--- src/rtl/clut_loader.sv ---
// -----------------------------------------------------------------------------
// clut_loader: packs a host R,G,B byte stream into 24-bit palette words and
// writes them to the CLUT RAM with an auto-incrementing entry index.
// Optional build macro CLUT_VBLANK_GATE_EN: adds i_vblank and holds each CLUT
// write until vertical blank so the palette never changes mid-frame.
// -----------------------------------------------------------------------------
module clut_loader #(
    parameter int MAX_COUNT = 256
) (
    input  logic        i_clk,
    input  logic        i_rst,
    input  logic        i_start,
    input  logic [7:0]  i_first_entry,
    input  logic [8:0]  i_count,
    input  logic        i_byte_valid,
    input  logic [7:0]  i_byte,
`ifdef CLUT_VBLANK_GATE_EN
    input  logic        i_vblank,
`endif
    output logic        o_byte_ready,
    output logic        o_busy,
    output logic        o_done,
    output logic        o_clut_we,
    output logic [7:0]  o_clut_entry,
    output logic [23:0] o_clut_data
);

    typedef enum logic [1:0] {
        S_IDLE   = 2'd0,
        S_GATHER = 2'd1,
        S_WRITE  = 2'd2,
        S_DONE   = 2'd3
    } state_t;

    // Entry index wraps modulo MAX_COUNT (a power of two no larger than 256).
    localparam logic [7:0] ENTRY_MASK = 8'(MAX_COUNT - 1);

    state_t      state_q, state_d;
    logic [7:0]  entry_q, entry_d;
    logic [8:0]  remaining_q, remaining_d;
    logic [1:0]  byte_idx_q, byte_idx_d;
    logic [7:0]  red_q, red_d;
    logic [7:0]  green_q, green_d;
    logic [7:0]  out_entry_q, out_entry_d;
    logic [23:0] out_data_q, out_data_d;

    logic [8:0]  count_clamped;
    logic        write_ok;
    logic        byte_accept;
    logic        write_fire;

    assign count_clamped = (i_count > 9'd256) ? 9'd256 : i_count;

`ifdef CLUT_VBLANK_GATE_EN
    assign write_ok = i_vblank;
`else
    assign write_ok = 1'b1;
`endif

    assign byte_accept = i_byte_valid && o_byte_ready;
    assign write_fire  = (state_q == S_WRITE) && write_ok;

    // State register.
    // NOTE: sequential state uses non-blocking assignments so every flop samples
    // pre-edge values regardless of process evaluation order.
    always_ff @(posedge i_clk or posedge i_rst) begin
        if (i_rst) begin
            state_q <= S_IDLE;
        end else begin
            state_q <= state_d;
        end
    end

    // Next-state decode.
    // NOTE: every combinational output gets a default first so no path leaves
    // it unassigned, which would otherwise infer a latch.
    always_comb begin
        state_d = state_q;
        case (state_q)
            S_IDLE: begin
                if (i_start) begin
                    state_d = (count_clamped == 9'd0) ? S_DONE : S_GATHER;
                end
            end
            S_GATHER: begin
                if (byte_accept && (byte_idx_q == 2'd2)) begin
                    state_d = S_WRITE;
                end
            end
            S_WRITE: begin
                if (write_ok) begin
                    state_d = (remaining_q == 9'd1) ? S_DONE : S_GATHER;
                end
            end
            S_DONE: begin
                state_d = S_IDLE;
            end
            default: begin
                state_d = S_IDLE;
            end
        endcase
    end

    // State-decoded handshake and status outputs.
    always_comb begin
        o_byte_ready = (state_q == S_GATHER);
        o_busy       = (state_q == S_GATHER) || (state_q == S_WRITE);
        o_done       = (state_q == S_DONE);
        o_clut_we    = write_fire;
        o_clut_entry = out_entry_q;
        o_clut_data  = out_data_q;
    end

    // Datapath next values: start latch, byte gather, write-side index update.
    always_comb begin
        entry_d     = entry_q;
        remaining_d = remaining_q;
        byte_idx_d  = byte_idx_q;
        red_d       = red_q;
        green_d     = green_q;
        out_entry_d = out_entry_q;
        out_data_d  = out_data_q;

        if ((state_q == S_IDLE) && i_start) begin
            entry_d     = i_first_entry & ENTRY_MASK;
            remaining_d = count_clamped;
            byte_idx_d  = 2'd0;
        end

        if (byte_accept) begin
            case (byte_idx_q)
                2'd0: begin
                    red_d      = i_byte;
                    byte_idx_d = 2'd1;
                end
                2'd1: begin
                    green_d    = i_byte;
                    byte_idx_d = 2'd2;
                end
                default: begin
                    // The write port registers change only here, so they are
                    // stable through WRITE and hold between writes.
                    out_entry_d = entry_q;
                    out_data_d  = {i_byte, green_q, red_q};
                    byte_idx_d  = 2'd0;
                end
            endcase
        end

        if (write_fire) begin
            entry_d     = (entry_q + 8'd1) & ENTRY_MASK;
            remaining_d = remaining_q - 9'd1;
        end
    end

    // Datapath registers; reset discards any partial triple.
    // NOTE: these are plain registers, not a memory array, so every one of them
    // takes the asynchronous reset.
    always_ff @(posedge i_clk or posedge i_rst) begin
        if (i_rst) begin
            entry_q     <= 8'd0;
            remaining_q <= 9'd0;
            byte_idx_q  <= 2'd0;
            red_q       <= 8'd0;
            green_q     <= 8'd0;
            out_entry_q <= 8'd0;
            out_data_q  <= 24'd0;
        end else begin
            entry_q     <= entry_d;
            remaining_q <= remaining_d;
            byte_idx_q  <= byte_idx_d;
            red_q       <= red_d;
            green_q     <= green_d;
            out_entry_q <= out_entry_d;
            out_data_q  <= out_data_d;
        end
    end

endmodule

--- config.mk ---
export PLATFORM = sky130hd
export DESIGN_NAME = clut_loader
export DESIGN_NICKNAME = d
export VERILOG_FILES = /design/src/rtl/clut_loader.sv
export SDC_FILE = /design/constraint.sdc
export NUM_CORES = 1
export LEC_CHECK = 0
export CORE_MARGIN = 1.5
export CORE_UTILIZATION = 40
export CTS_BUF_LIST = sky130_fd_sc_hd__clkbuf_4 sky130_fd_sc_hd__clkbuf_8
export CTS_CLUSTER_SIZE = 20
export DETAILED_ROUTE_END_ITERATION = 16
export GPL_ROUTABILITY_DRIVEN = 0
export PLACE_DENSITY = 0.77
export SETUP_SLACK_MARGIN = 0.4
export SLEW_MARGIN = 20
export SYNTH_ARGS = -nofsm -noshare
export SYNTH_HDL_FRONTEND = slang
export SYNTH_SLANG_ARGS = --single-unit
--- constraint.sdc ---
create_clock -name i_clk -period 2.25 [get_ports i_clk]
set_clock_uncertainty 0.15 [all_clocks]
set_input_delay 0.5625 -clock i_clk [delete_from_list [all_inputs] [get_ports i_clk]]
set_output_delay 0.5625 -clock i_clk [all_outputs]
set_load 0.01 [all_outputs]
==> impl_metrics.tcl, run 1 <==
set metrics [dict create \
    status "finished clean" \
    slowest_delay_ps 410 \
    grt_pass1_vias 2171 \
    hold_violations 0 \
    multi_input_area_um2 1405 \
    root_buffer "clkbuf_8" \
    ys_top_cells_by_area "dfrtp_1 (55%), mux2_2 (16%), ha_1 (3.2%), a21oi_1 (2.5%), a211oi_1 (2.2%)" \
    cp-end-kind "output port" \
    reg2reg_slack_ps 400 \
    maxCapViolations 0 \
    yosysTopAreaCellShare_pct 54.98 \
    critical_path_arrival_ps 1210 \
    ys_seq_elements 69 \
    min_period_ps 1922 \
    reg2reg_from "state_q[1]" \
    core-area_um2 7647 \
    synthFlopType "dfrtp_1" \
    grt_use_total_pct 16.07 \
    n_antenna_cell 0 \
    clock_latency_ps 340 \
    cp_cell_sequence "inv_2, ha_4, buf_6" \
    worst_pin_slew_ps 350.8 \
    routedWlPerCell_um 14.56 \
    synth_nets 284 \
    dr.pass1.iters 4 \
    die_w_um 91.61 \
    worst_slack_ps 328.4 \
    hp-start "o_clut_data[8]" \
    crit_type "reg -> out" \
    cts_tree "built" \
    io_buffers 64 \
    finalSetupTns_ps 0 \
    drt-initial-drc-count 48 \
    fillers 655 \
    dp_cells 410 \
    vias 2246 \
    yosysWarnings 0 \
    period_share_pct 85.40 \
    slowest_stage "dfrtp_1" \
    ios 65 \
    vias_per_cell 5.199 \
    relSlewSlack_pct 76.54 \
    crit_required_ps 1540 \
    dieArea_um2 8391 \
    drive_above_1_share_pct 30.00 \
    slew_violations 0 \
    setup_viol 0 \
    yosys.cell_types.count 39 \
    initial_core_util_pct 41.07 \
    num_rows 32 \
    drc 0 \
    ff_latch_area_um2 1727 \
    antenna_found_initial 0 \
    areaGrowthSynthToFinish_pct 36.37 \
    synth-edff-count 0 \
    post-dp-hpwl_um 4387 \
    hp-class "reg -> reg" \
    cp_max_fo 3 \
    hold_depth 1 \
    ant_nets 0 \
    syn-instance-count 247 \
    cts_buffer_depth 2 \
    grt_pass1_wl_um 10380 \
    grt-ovfl-total 0 \
    power.density_nw_per_um2 1331 \
    grt_max_degree 70 \
    die_y_um 91.61 \
    clk_pin_slew_ps 70 \
    hold_buffers 0 \
    synth_seq_area_share_pct 54.98 \
    worstReg2RegEnd "red_q[0]" \
    synth_area_um2 3141 \
    peakVddDrop_v 0.0005311 \
    hold_end "o_clut_data[8]" \
    rsz0062_at_grt "true" \
    p_leak_nw 1.970 \
    ctsHtreeMaxLevel 3 \
    fmax_mhz 520.4 \
    dp_slack_ps 116.5 \
    async_flop_share_pct 100.0 \
    finalNetCount 362 \
    reg2reg_depth 8 \
    startpoint_type "flop" \
    cts_sinks 69 \
    cts_buffers 9 \
    synth_top_area_cell "dfrtp_1" \
    avgSynthCellArea_um2 12.71 \
    totalWireLength_um 6290 \
    final_cells 432 \
]
[routing by layer]
layer | global-route usage (%) | vias to the layer above | wire [µm]
met5 | 0 | - | 0
met4 | 7.813 | 0 | 112
met3 | 3.518 | 10 | 333
met2 | 24.25 | 72 | 2936
met1 | 21.86 | 1100 | 2907
li1 | - | 1064 | -
[cells in the mapped netlist (2+ instances only)]
master,count
nand2_2,2
xor2_1,5
xnor2_1,3
nor3_1,4
a211oi_1,9
o21ai_0,4
nand2_1,8
nor4_1,2
a21oi_1,16
inv_1,7
nand3_1,11
nand3b_1,2
mux2_2,46
o221a_2,3
buf_2,3
buf_6,3
nor3b_1,7
ha_1,8
and3_1,5
mux2_1,2
dfrtp_1,69
nor2_1,7
clkbuf_1,5
[cell type report]
type | count | area share [%]
clock buffers | 10 | 3.067
clock inverters | 6 | 2.600
inverters | 7 | 0.7011
multi-input cells | 161 | 32.81
flip-flops and latches | 69 | 40.32
well taps | 102 | 2.980
repair buffers | 77 | 17.53
[report_power, final]
part	internal [mW]	switching (mW)	total, mW
registers	1.79	0.438	2.23
logic	1.23	1.03	2.27
clock network	0.748	0.455	1.20
[how the worst max path moves through the flow]
stage	startpoint	end	slack (ps)	depth (start not counted)
3_5_place_dp	i_byte_valid	red_q[7]	120	5
4_1_cts	state_q[0]	o_busy	270	3
5_1_grt	state_q[0]	o_busy	280	3
2_1_floorplan	state_q[1]	red_q[0]	430	5
6_report	state_q[0]	o_busy	330	3
3_3_place_gp	i_byte_valid	red_q[6]	160	5
[sequential cells by signal, indices dropped and copies added, names as in the netlist]
name          cells
o_clut_data      24
remaining_q       9
entry_q           8
green_q           8
o_clut_entry      8
red_q             8
byte_idx_q        2
state_q           2
[cells by family (layout without fill, tap and decap cells)]
| kind of cell | count (synthesis) | count (layout) | synth area share, % |
|---|---|---|---|
| fa+ha+maj | 8 | 8 | 3.187 |
| flops | 69 | 69 | 54.98 |
| compound gates | 37 | 37 | 7.690 |
| buf+inv | 18 | 100 | 2.988 |
| xor+xnor | 8 | 8 | 2.231 |
| simple gates | 58 | 59 | 11.39 |
| mux | 49 | 49 | 17.53 |
[stage by stage]
step                hold slack (ps)  util (%)  total power, mW  area [µm²]
finish                        339.5     56.00            5.701        4283
floorplan                     302.2         -            3.523        3144
detailed placement            325.8     51.39            4.445        3930
CTS                           344.7     54.97            5.595        4204
global route                  360.9     56.00            6.085        4283
global placement              309.4     51.39            4.343        3930
[critical path, delay by kind of cell (launching register included)]
kind	cells	cell delay, ps
adder cells (fa/ha/maj)	1	220
buffers and inverters	2	240
flip-flops	1	410
[what timing repair did]
| item | 4_1_cts | 5_1_grt |
|---|---|---|
| gates resized for setup | 64 | 13 |
| setup endpoints to repair | 86 | 33 |
| buffers inserted | 2 | 3 |
| gates cloned | 1 | 0 |
| pin swaps | 2 | 2 |
[layout by cell type, fill, tap and decap left out, types with 5 or more instances in the layout]
| cell | Yosys | routed |
|---|---|---|
| a211oi_1 | 9 | 9 |
| nor2_1 | 7 | 6 |
| clkbuf_8 | 0 | 9 |
| and3_1 | 5 | 5 |
| dfrtp_1 | 69 | 69 |
| clkdlybuf4s50_1 | 0 | 28 |
| nor3b_1 | 7 | 7 |
| dlygate4sd2_1 | 0 | 32 |
| nand3_1 | 11 | 11 |
| mux2_2 | 46 | 46 |
| buf_4 | 0 | 5 |
| xor2_1 | 5 | 5 |
| buf_6 | 3 | 10 |
| nand2_1 | 8 | 7 |
| a21oi_1 | 16 | 15 |
Power figures use the tool's default switching activity.
==> inputs of run 2 (changes only) <==
Settings changed: PLACE_DENSITY 0.77 to 0.7.
==> run 2 against run 1 <==
Against the previous run:
- cell count up 0.46%
- wire length up 1.6%
- largest power group unchanged
- register-to-register slack better by 20 ps
- flip-flop and latch count unchanged
- cell area down 0.73%
- clock-buffer cell count unchanged
- worst hold slack better by 7.4 ps
==> impl_metrics.tcl, run 2 (synthesis gave the netlist of run 1 again) <==
set metrics [dict create \
    status "finished clean" \
    ant_nets 0 \
    initial_core_util_pct 41.07 \
    cts_tree "built" \
    critical_path_arrival_ps 1190 \
    rsz0062_at_grt "true" \
    relSlewSlack_pct 74.84 \
    cts_buffer_depth 2 \
    grt-ovfl-total 0 \
    routedWlPerCell_um 14.73 \
    largest_reg_flops 24 \
    drc 0 \
    dieArea_um2 8391 \
    power.density_nw_per_um2 1313 \
    grt_pass1_vias 2185 \
    layout_commonest_cell "dfrtp_1" \
    core-area_um2 7647 \
    hp-class "reg -> reg" \
    grt_pass1_wl_um 10430 \
    crit_family "flip-flops" \
    finalNetCount 364 \
    slew_violations 0 \
    maxCapViolations 0 \
    areaGrowthSynthToFinish_pct 35.38 \
    die_y_um 91.61 \
    cp-end-kind "output port" \
    totalWireLength_um 6392 \
    dp_slack_ps 100.5 \
    clk_pin_slew_ps 80 \
    cp_max_fo 3 \
    grt_use_total_pct 15.95 \
    ios 65 \
    root_buffer "clkbuf_8" \
    vias 2212 \
    drive_above_1_share_pct 30.72 \
    p_leak_nw 1.966 \
    io_buffers 64 \
    n_antenna_cell 0 \
    crit_type "reg -> out" \
    ctsHtreeMaxLevel 3 \
    setup_viol 0 \
    min_period_ps 1907 \
    post-dp-hpwl_um 4386 \
    cts_sinks 69 \
    peakVddDrop_v 0.0005386 \
    clock_latency_ps 340 \
    cts_buffers 9 \
    hold_violations 0 \
    worst_slack_ps 343.5 \
    slowest_stage "dfrtp_1" \
    fmax_mhz 524.5 \
    die_w_um 91.61 \
    worst_pin_slew_ps 377.4 \
    num_rows 32 \
    drt-initial-drc-count 45 \
    critPathBufInv 2 \
    slowest_delay_ps 420 \
    startpoint_type "flop" \
    antenna_found_initial 0 \
    crit_required_ps 1540 \
    dr.pass1.iters 5 \
    grt_max_degree 70 \
    finalSetupTns_ps 0 \
    period_share_pct 84.73 \
    cp_cell_sequence "buf_4, ha_4, buf_6" \
    vias_per_cell 5.097 \
    mostFrequentLayoutCells "dfrtp_1 (69), mux2_2 (46), dlygate4sd2_1 (32), clkdlybuf4s50_1 (28), a21oi_1 (15)" \
]
[run 2: cell types whose count changed in the layout (fill, tap and decap cells not counted), moves of 2 or more]
cell | previous run | this run
buf_4 | 5 | 8
buf_6 | 10 | 8
ha_2 | 0 | 2
ha_4 | 4 | 2
[run 2: layer usage]
layer | global-route usage [%] | share of wire (%) | vias up
li1 | - | - | 1065
met1 | 21.53 | 46 | 1075
met2 | 24.13 | 48 | 62
met3 | 4.355 | 4.8 | 10
met4 | 6.641 | 1.3 | 0
met5 | 0 | 0 | -
[run 2: path summary, 6_finish.rpt]
path / start / to / slack (ps) / cells after the start
min reg2reg: red_q[7] / o_clut_data[7] / 350 / 1
max reg2reg: state_q[0] / o_clut_entry[2] / 420 / 6
min in group asynchronous: i_rst / green_q[4] / 490 / 3
min: red_q[7] / o_clut_data[7] / 350 / 1
max: state_q[0] / o_byte_ready / 340 / 3
max in group asynchronous: i_rst / remaining_q[3] / 1140 / 3
[run 2: layout make-up]
cell class	instances	area, µm²
Multi-Input combinational cell	161	1378
Clock inverter	6	87.58
Fill cell	681	3396
Inverter	7	30.03
Sequential cell	69	1727
Timing Repair Buffer	79	770.7
Tap cell	102	127.6
Clock buffer	10	131.4
[run 2: timing repair]
action | in CTS | in global routing
buffers inserted | 1 | 5
resized for setup | 61 | 12
hold buffers | 0 | 0
endpoints found under the setup margin | 81 | 56
cloned | 0 | 1
pin swaps | 0 | 1
[run 2: power by group]
group / switching [mW] / total (mW) / leakage, nW / internal (mW)
clock network: 0.470 / 1.11 / 0.114 / 0.636
registers: 0.443 / 2.23 / 0.859 / 1.79
logic: 1.01 / 2.24 / 0.993 / 1.23
[run 2: stage by stage]
step	cells	utilization, %	hold WS, ps	area [µm²]	total power, mW
after floorplan	247	-	302.2	3144	3.523
after global placement	411	51.49	317.0	3938	4.357
after detailed placement	411	51.49	331.4	3938	4.462
after CTS	428	54.19	348.0	4144	5.460
after global routing	434	55.60	364.7	4252	5.961
final	434	55.60	347.0	4252	5.584
==> inputs of run 3 (changes only) <==
Clock period 2.25 ns to 1.56 ns, I/O delays scaled along.
==> run 3 against run 2 <==
Against the previous run:
- the flow now finishes with violations (negative setup slack)
- clock-buffer cell count unchanged
- non-clock buffer count increased by 59
- wire length increased by 22%
- sequential share of layout area fell by 6.6 points
- first-iteration DRC count rose by 8.9%
==> impl_metrics.tcl, run 3 (synthesis gave the netlist of run 1 again) <==
set metrics [dict create \
    vias 2523 \
    largest_reg_flops 24 \
    n_antenna_cell 0 \
    cts_tree "built" \
    vias_per_cell 5.118 \
    totalWireLength_um 7778 \
    finalNetCount 423 \
    setup_viol 72 \
    crit_type "reg -> out" \
    min_period_ps 1792 \
    drive_above_1_share_pct 57.54 \
    dr.pass1.iters 4 \
    period_share_pct 114.9 \
    hp-class "in -> async" \
    routedWlPerCell_um 15.78 \
    ios 65 \
    power.density_nw_per_um2 1913 \
    worst_pin_slew_ps 351.9 \
    fin_util_pct 66.30 \
    clock_latency_ps 330 \
    grt_max_degree 31 \
    peakVddDrop_v 0.0008813 \
    dieArea_um2 8391 \
    failed_checks "negative setup slack" \
    fmax_mhz 558.0 \
    cts_sinks 69 \
    status "complete, but fails checks" \
    startpoint_type "flop" \
    io_buffers 64 \
    crit_required_ps 1020 \
    initial_core_util_pct 41.07 \
    ctsHtreeMaxLevel 3 \
    cts_buffers 9 \
    areaGrowthSynthToFinish_pct 61.43 \
    cp_max_fo 3 \
    root_buffer "clkbuf_8" \
    relSlewSlack_pct 76.32 \
    grt-ovfl-total 0 \
    rsz0062_at_grt "true" \
    die_y_um 91.61 \
    cts_buffer_depth 2 \
    clk_pin_slew_ps 70 \
    hold_ws_ps 191.9 \
    hold_violations 0 \
    core-area_um2 7647 \
    post-dp-hpwl_um 4823 \
    layout_commonest_cell "dfrtp_1" \
    drc 0 \
    grt_pass1_wl_um 13050 \
    p_leak_nw 2.368 \
    cp-end-kind "output port" \
    worst_slack_ps -232.0 \
    finalSetupTns_ps -10240 \
    critical_path_arrival_ps 1250 \
    antenna_found_initial 0 \
    grt_use_total_pct 19.89 \
    maxCapViolations 0 \
    fillers 540 \
    slew_violations 0 \
    ant_nets 0 \
    num_rows 32 \
    die_w_um 91.61 \
    drt-initial-drc-count 49 \
    grt_pass1_vias 2640 \
    mostFrequentLayoutCells "dfrtp_1 (69), buf_4 (40), mux2_2 (37), buf_6 (30)" \
]
## run 3: changes by cell type in the layout (fill, tap and decap cells not counted), moves of 5 or more
cell	before	now
a211oi_1	9	1
a211oi_2	0	8
a21oi_1	15	10
buf_2	0	28
buf_4	8	40
buf_6	8	30
dlygate4sd2_1	32	0
mux2_2	46	37
mux2_4	0	11
nor3b_1	7	0
nor3b_2	0	5
## run 3: repair_timing
action / CTS / global route
gates cloned: 4 / 0
hold buffers: 0 / 0
buffers inserted: 27 / 11
gates resized for setup: 240 / 14
endpoints found under the setup margin: 105 / 105
pin swaps: 30 / 12
## run 3: final timing paths
kind / endpoint / from / slack (ps) / depth (start not counted)
worst max-delay path: o_busy / state_q[1] / -230 / 4
max in group asynchronous: remaining_q[2] / i_rst / 630 / 3
worst min register to register: o_clut_data[14] / green_q[6] / 350 / 1
worst max register to register: red_q[7] / state_q[1] / -210 / 7
worst min-delay path: o_clut_data[0] / i_rst / 190 / 2
min in group i_clk: o_clut_data[14] / green_q[6] / 350 / 1
## run 3: cell type report
| type | instances | area (µm²) | share of cell area (%) |
|---|---|---|---|
| clock buffer | 10 | 131.4 | 2.591 |
| clock inverter | 6 | 87.58 | 1.728 |
| multi-input combinational | 161 | 1660 | 32.75 |
| inverter | 7 | 37.54 | 0.7404 |
| tap | 102 | 127.6 | 2.517 |
| timing repair buffer | 138 | 1299 | 25.62 |
| sequential | 69 | 1727 | 34.06 |
## run 3: worst max-delay path, cell delays in order (launching register included)
cell	delay, ps
dfrtp_1	400
buf_6	140
inv_8	60
ha_4	200
buf_6	120
## run 3: through the flow
step / worst slack (ps) / instance area [µm²] / power, mW / std cells
global placement: -450.1 / 4207 / 6.738 / 435
floorplan: -166.9 / 3184 / 5.175 / 247
global route: -278.7 / 5070 / 10.29 / 493
finish: -232.0 / 5070 / 9.700 / 493
detailed placement: -475.9 / 4207 / 6.870 / 435
CTS: -241.7 / 4927 / 9.396 / 482
## run 3: power by group
part / internal, mW / switching (mW) / total (mW)
Clock: 0.918 / 0.673 / 1.59
Combinational: 2.86 / 1.98 / 4.84
Sequential: 2.58 / 0.684 / 3.27
Total: 6.36 / 3.34 / 9.70
## run 3: layer usage
| metal | global-route usage [%] | wire [µm] |
|---|---|---|
| met5 | 0 | 0 |
| met3 | 3.434 | 346 |
| met1 | 24.91 | 3423 |
| met4 | 7.813 | 95 |
| met2 | 34.02 | 3912 |
